`config.mk`:
```
export PLATFORM = sky130hd
export DESIGN_NAME = alu_arbiter
export DESIGN_NICKNAME = d
export VERILOG_FILES = /design/src/rtl/alu_arbiter.sv
export SDC_FILE = /design/constraint.sdc
export NUM_CORES = 1
export LEC_CHECK = 0
export ABC_AREA = 1
export BUFFER_PORTS_ARGS = -buffer_cell sky130_fd_sc_hd__buf_2
export CAP_MARGIN = 20
export CELL_PAD_IN_SITES_DETAIL_PLACEMENT = 0
export CELL_PAD_IN_SITES_GLOBAL_PLACEMENT = 1
export CORE_UTILIZATION = 20
export DETAILED_ROUTE_END_ITERATION = 16
export PLACE_DENSITY = 0.8
export SLEW_MARGIN = 20
export SYNTH_ARGS = -nofsm -noshare
export SYNTH_HDL_FRONTEND = slang
export SYNTH_SLANG_ARGS = --single-unit
```
`constraint.sdc`:
```
create_clock -name clk_i -period 1.48 [get_ports clk_i]
set_input_delay 0.296 -clock clk_i [delete_from_list [all_inputs] [get_ports clk_i]]
set_output_delay 0.296 -clock clk_i [all_outputs]
set_load 0.02 [all_outputs]
```
`src/rtl/alu_arbiter.sv`:
```
`default_nettype none
// ============================================================================
//  Module      : alu_arbiter
//  Description : Two-requester round-robin front end for a shared
//                combinational ALU. Grants one requester per cycle, feeds its
//                operands to the ALU and captures the result (or an
//                illegal-opcode error) in a single-entry response register.
//  Revision    : 1.0  initial release
// ============================================================================
module alu_arbiter (
    input  logic        clk_i,
    input  logic        rst_i,

    // Requester 0
    input  logic        req0_valid_i,
    output logic        req0_ready_o,
    input  logic [3:0]  req0_op_i,
    input  logic [31:0] req0_a_i,
    input  logic [31:0] req0_b_i,

    // Requester 1
    input  logic        req1_valid_i,
    output logic        req1_ready_o,
    input  logic [3:0]  req1_op_i,
    input  logic [31:0] req1_a_i,
    input  logic [31:0] req1_b_i,

    // Shared combinational ALU
    output logic [3:0]  alu_op_o,
    output logic [31:0] operand_a_o,
    output logic [31:0] operand_b_o,
    input  logic [31:0] alu_data_i,

    // Response channel
    output logic        rsp_valid_o,
    input  logic        rsp_ready_i,
    output logic [31:0] rsp_data_o,
    output logic        rsp_id_o,
    output logic        rsp_err_o
);

    // Highest legal opcode (SUB); everything above is reported as an error.
    localparam logic [3:0] C_OP_LAST_LEGAL = 4'h9;

    typedef enum logic [0:0] {
        ST_IDLE = 1'b0,   // response register empty
        ST_RESP = 1'b1    // response register holds an undelivered result
    } state_t;

    state_t      r_state;
    state_t      w_state_next;

    logic        r_last_grant;
    logic [31:0] r_rsp_data;
    logic        r_rsp_id;
    logic        r_rsp_err;

    logic        w_can_accept;
    logic        w_grant0;
    logic        w_grant1;
    logic        w_hs0;
    logic        w_hs1;
    logic        w_hs;
    logic        w_hs_id;
    logic [3:0]  w_hs_op;
    logic        w_hs_legal;

    // Round-robin grant: on contention the requester that did not win the
    // last handshake is preferred; a lone requester always gets the grant.
    always_comb begin
        w_grant0 = 1'b0;
        w_grant1 = 1'b0;
        if (req0_valid_i && req1_valid_i) begin
            w_grant0 = r_last_grant;
            w_grant1 = ~r_last_grant;
        end else begin
            w_grant0 = req0_valid_i;
            w_grant1 = req1_valid_i;
        end
    end

    // A new operation can be taken when the response slot is empty or is
    // being drained in this same cycle. Reset suppresses all acceptance.
    assign w_can_accept = (r_state == ST_IDLE) | rsp_ready_i;

    assign req0_ready_o = w_grant0 & w_can_accept & ~rst_i;
    assign req1_ready_o = w_grant1 & w_can_accept & ~rst_i;

    assign w_hs0 = req0_valid_i & req0_ready_o;
    assign w_hs1 = req1_valid_i & req1_ready_o;
    assign w_hs  = w_hs0 | w_hs1;

    // Grants are mutually exclusive, so the handshake id is simply hs1.
    assign w_hs_id    = w_hs1;
    assign w_hs_op    = w_hs1 ? req1_op_i : req0_op_i;
    assign w_hs_legal = (w_hs_op <= C_OP_LAST_LEGAL);

    // ALU operand mux: granted requester's payload, zeros when nobody holds
    // a grant so the ALU inputs do not toggle needlessly.
    always_comb begin
        alu_op_o    = 4'h0;
        operand_a_o = 32'h0;
        operand_b_o = 32'h0;
        if (w_grant0) begin
            alu_op_o    = req0_op_i;
            operand_a_o = req0_a_i;
            operand_b_o = req0_b_i;
        end else if (w_grant1) begin
            alu_op_o    = req1_op_i;
            operand_a_o = req1_a_i;
            operand_b_o = req1_b_i;
        end
    end

    // Next-state logic: any handshake fills (or refills) the response slot;
    // a drain without a refill returns to IDLE.
    always_comb begin
        w_state_next = r_state;
        case (r_state)
            ST_IDLE: begin
                if (w_hs) begin
                    w_state_next = ST_RESP;
                end
            end
            ST_RESP: begin
                if (rsp_ready_i && !w_hs) begin
                    w_state_next = ST_IDLE;
                end
            end
            default: begin
                w_state_next = ST_IDLE;
            end
        endcase
    end

    // State register.
    always_ff @(posedge clk_i) begin
        if (rst_i) begin
            r_state <= ST_IDLE;
        end else begin
            r_state <= w_state_next;
        end
    end

    // Last-grant pointer moves only on an actual handshake. Reset value of 1
    // lets requester 0 win the first contention.
    always_ff @(posedge clk_i) begin
        if (rst_i) begin
            r_last_grant <= 1'b1;
        end else if (w_hs) begin
            r_last_grant <= w_hs_id;
        end
    end

    // Response register: captured on handshake, otherwise held. Illegal
    // opcodes ignore the ALU result and report an error with zero data.
    always_ff @(posedge clk_i) begin
        if (rst_i) begin
            r_rsp_data <= 32'h0;
            r_rsp_id   <= 1'b0;
            r_rsp_err  <= 1'b0;
        end else if (w_hs) begin
            r_rsp_id   <= w_hs_id;
            r_rsp_err  <= ~w_hs_legal;
            r_rsp_data <= w_hs_legal ? alu_data_i : 32'h0;
        end
    end

    assign rsp_valid_o = (r_state == ST_RESP);
    assign rsp_data_o  = r_rsp_data;
    assign rsp_id_o    = r_rsp_id;
    assign rsp_err_o   = r_rsp_err;

endmodule
`default_nettype wire

```
## Word level (Yosys, flattened, before mapping)

Cells that the tools add are included.

| word-level totals | value |
|---|---|
| flip-flop bits (word level) | 36 |
| input port bits | 173 |
| logic and storage cells | 34 |

| operators by class | value |
|---|---|
| order comparisons | 1 |
| multiplexer cells | 13 |
| bitwise gates (word level) | 12 |
| reductions and logical operators | 3 |

Operators with widths:

| cell | count |
|---|---|
| 32-bit 2-to-1 mux | 5 |
| 4-bit 2-to-1 mux | 3 |
| 1-bit AND | 6 |
| 4-bit less-or-equal comparator, second input constant | 1 |
| 1-bit 2-to-1 mux | 4 |
| 1-bit inverter | 4 |
| 1-bit logical AND | 2 |
| 1-bit OR | 2 |
| 1-bit one-hot mux with 2 select lines | 1 |
| 1-bit logical NOT | 1 |

## Logic depth before layout (Yosys ltp)

| depth | value |
|---|---|
| depth after elaboration | 10 |
| depth in mapped cells | 9 |
| mapped depth without buffers | 8 |

## Worst setup path before layout

Ideal clock, no wire load.

| timing path | value |
|---|---|
| path kind | input to output |
| from | in req0_valid_i |
| to | out alu_op_o[1] |
| arrival | 1.220 ns |
| required time | 1.184 ns |
| setup slack | -0.036 ns |
| stages | 7 |
| path buffers | 2 |
| cell sequence | nand2_1 > nand2_1 > inv_1 > buf_2 > buf_2 > nand2_1 > o21ai_0 |

| on the way | value |
|---|---|
| cells in the longest elaborated chain, start to end | 4 |
| elaborated cells between the ends (all ways) | 5 |
| those cells by class | mux: 4; reduce/logical: 1 |

Ends and longest elaborated chain:

| item | line | RTL |
|---|---|---|
| start: declaration | 15 | `input logic req0_valid_i,` |
| 1-bit logical AND | 73 | `if (req0_valid_i && req1_valid_i) begin` |
| 1-bit 2-to-1 mux | 73 |  |
| 4-bit 2-to-1 mux | 108 | `end else if (w_grant1) begin` |
| 4-bit 2-to-1 mux * | 104 | `if (w_grant0) begin` |
| end: declaration | 29 | `output logic [3:0] alu_op_o,` |

Mark *: on every way between the ends. The rest lies on a longest branch, timed or not.

## Worst setup path in the final report

| timing path | value |
|---|---|
| from | reg r_last_grant |
| to | out operand_a_o[1] |

| on the way | value |
|---|---|
| cells in the longest elaborated chain, start to end | 4 |
| elaborated cells between the ends (all ways) | 5 |
| those cells by class | mux: 4; bitwise: 1 |

Ends and longest elaborated chain:

| item | line | RTL |
|---|---|---|
| start: declaration | 53 | `logic r_last_grant;` |
| start signal: assignment | 151 | `r_last_grant <= w_hs_id;` |
| 1-bit inverter | 75 | `w_grant1 = ~r_last_grant;` |
| 1-bit 2-to-1 mux | 73 |  |
| 32-bit 2-to-1 mux | 108 |  |
| 32-bit 2-to-1 mux * | 104 |  |
| end: declaration | 30 | `output logic [31:0] operand_a_o,` |

Marked as above.

==> impl_metrics.yaml <==
global_routing:
  grt_usage_pct: 20.27
  grt_pass1_wl_um: 18090
  grt_pass1_vias: 3327
  antenna_found_initial: 0
  grt_overflow_total: 0
  grt_max_degree: 34
synth:
  synth_area_per_cell_sq_um: 7.021
  seq_area_frac_synth_pct: 31.39
  synthCells: 327
  synthesis.area_sq_mm: 0.002296
  synth_fp_nets: 500
  ys_warn_count: 0
  ys_types: 20
  synth-seq-cells: 36
finish:
  fill_cells: 1097
  area.growth.synth_to_final_pct: 129.3
  final_cells: 770
  drive_gt1_share_pct: 61.90
  diodes: 0
  final_nets: 802
placed_design:
  portBuffers: 277
  place_hpwl_um: 9987
  gp_congestion: 0.9817
  place_inst: 735
pwr:
  power.total_w: 0.004150
  ir_drop_v: 0.0004352
  p_per_area_mw_per_mm2: 788.2
  power.leakage_nw: 2.766
floorplan:
  die_x_um: 109.1
  die_area_sq_mm: 0.01191
  core_sq_mm: 0.01103
  start_util_pct: 20.81
  rows: 38
  dieHeight_um: 109.1
  io-pin-count: 278
cts:
  clk_pin_slew_ns: 0.05
  h-tree-depth: 2
  numClockSinks: 36
  cts_buffers: 5
  clk_latency_ns: 0.27
  clk_path_buf_depth: 2
  cts_tree: "yes"
  root_buffer: "clkbuf_16"
detailed_routing:
  firstDrtPassIters: 4
  drc: 0
  vias: 3578
  drt-total-wl_um: 13700
  ant_nets: 0
  wl_per_cell_um: 17.79
  drt_iter0_markers: 196
  viasPerCell: 4.647
min_path:
  hp-class: "in -> reg"
  hold_depth: 3
timing:
  timing.final.ws_setup_ns: -0.3297
  finClkSkew_ns: 0.001708
  fin_crit_ns: 1.810
  fmax_ghz: 0.5526
  drv_slew: 0
  hold_violations: 0
  finalSetupViolCount: 90
  rsz0062_at_grt: "true"
  tightest_slew_ns: 0.3677
  period_share_pct: 122.3
  max_slew_margin_pct: 75.49
critical_path:
  critPathArrivalTime_ns: 1.51
  worst-path-max-fanout: 14
  reg2reg_depth: 11
  critPathCaptureType: "output pin"
  start_kind: "register"
  critical_path_class: "reg -> out"
  worst_ep_required_time_ns: 1.18
job:
  drv_cap: 0
run_status:
  status: "complete, but fails checks"
  failed_checks: "negative setup slack"
power by group:
part	internal [W]	switching [W]	leakage (nW)	total, W
registers	0.00103	0.0000311	0.294	0.00106
logic	0.00101	0.00103	2.40	0.00204
clock network	0.000671	0.000379	0.0712	0.00105
metal layers:
metal / GRT usage [%] / up-vias / wire, um
li1: - / 1721 / -
met1: 22.81 / 1679 / 5202
met2: 37.78 / 153 / 7222
met3: 3.885 / 25 / 955
met4: 6.660 / 0 / 317
met5: 0 / - / 0
synthesized netlist by cell type, drive strengths merged:
| library cell | number | area (sq um) |
|---|---|---|
| a21oi | 14 | 70.07 |
| a22o | 65 | 569.3 |
| o211ai | 1 | 7.510 |
| nand3 | 1 | 5.000 |
| dfxtp | 36 | 720.7 |
| o22ai | 1 | 6.260 |
| nand2 | 43 | 173.9 |
| clkbuf | 7 | 26.28 |
| o21ai | 4 | 20.02 |
| buf | 21 | 141.4 |
| nor2 | 87 | 326.6 |
| inv | 33 | 126.4 |
| nand4 | 14 | 102.6 |
critical path, stage by stage, from the launching register on:
cell and delay [ns]:
dfxtp_2 0.33, inv_2 0.08, nand2_4 0.06, nand2_4 0.10
inv_8 0.06, buf_6 0.12, buf_16 0.14, a22o_1 0.21
buf_6 0.13
placed cells by master (no fill, tap or decap), types with 2 or more instances in the layout:
cell       Yosys  layout
dfxtp_1       36      35
a22o_1        65      52
buf_12         0      11
inv_8          0       3
clkbuf_1       7       2
buf_6          5      56
buf_2         14     227
a21oi_1       14      14
nand2_8        0       3
inv_1         30      27
nor2_2         0      11
nand2_1       40      21
o21ai_2        0       3
inv_2          2       2
buf_4          2      15
nor2_1        87      74
nand2_4        1      13
nand2_2        2       7
nor2_4         0       2
clkbuf_16      0      11
a22o_4         0      13
buf_16         0       7
nand4_1       13      13
repair_timing:
action,4_1_cts,5_1_grt
buffers inserted,10,5
pin swaps,9,22
cloned,8,9
setup endpoints to repair,69,103
hold buffers,0,0
gates resized for setup,122,73
state kept, by name, summed over array words and instances, names as in the netlist:
signal,count
rsp_data_o,32
rsp_valid_o,1
rsp_err_o,1
rsp_id_o,1
r_last_grant,1
cell type report:
type,count,area (sq um),share of cell area [%]
Clock buffer,8,146.4,2.780
Inverter,33,148.9,2.828
Multi-Input combinational cell,231,1630,30.96
Sequential cell,36,721.9,13.71
Tap cell,140,175.2,3.327
Timing Repair Buffer,322,2442,46.39
stage by stage:
| step | utilization [%] | setup TNS, ns | instance area, sq um | worst slack, ns | hold slack, ns |
|---|---|---|---|---|---|
| CTS | 43.59 | -18.95 | 4808 | -0.3142 | 0.2833 |
| floorplan | - | -0.9198 | 2303 | -0.01840 | 0.4603 |
| global route | 47.73 | -25.55 | 5265 | -0.3766 | 0.2966 |
| detailed placement | 35.61 | -5.911 | 3928 | -0.1671 | 0.4561 |
| finish | 47.73 | -19.51 | 5265 | -0.3297 | 0.2896 |
| global placement | 35.61 | -4.378 | 3928 | -0.1515 | 0.4518 |
worst paths after layout:
kind                    end            from  slack (ns)
max          operand_a_o[1]    r_last_grant       -0.33
min          rsp_data_o[28]  alu_data_i[28]        0.29
max reg2reg  rsp_data_o[12]    r_last_grant       -0.08
min reg2reg  rsp_data_o[27]  rsp_data_o[27]        0.46
cells by family after synthesis:
| logic type | count (synthesis) | share of synthesized area, % |
|---|---|---|
| buf+inv | 61 | 12.81 |
| flops | 36 | 31.39 |
| simple gates | 145 | 26.48 |
| compound gates | 85 | 29.32 |
Note: power is estimated with default switching activity, not from simulation.
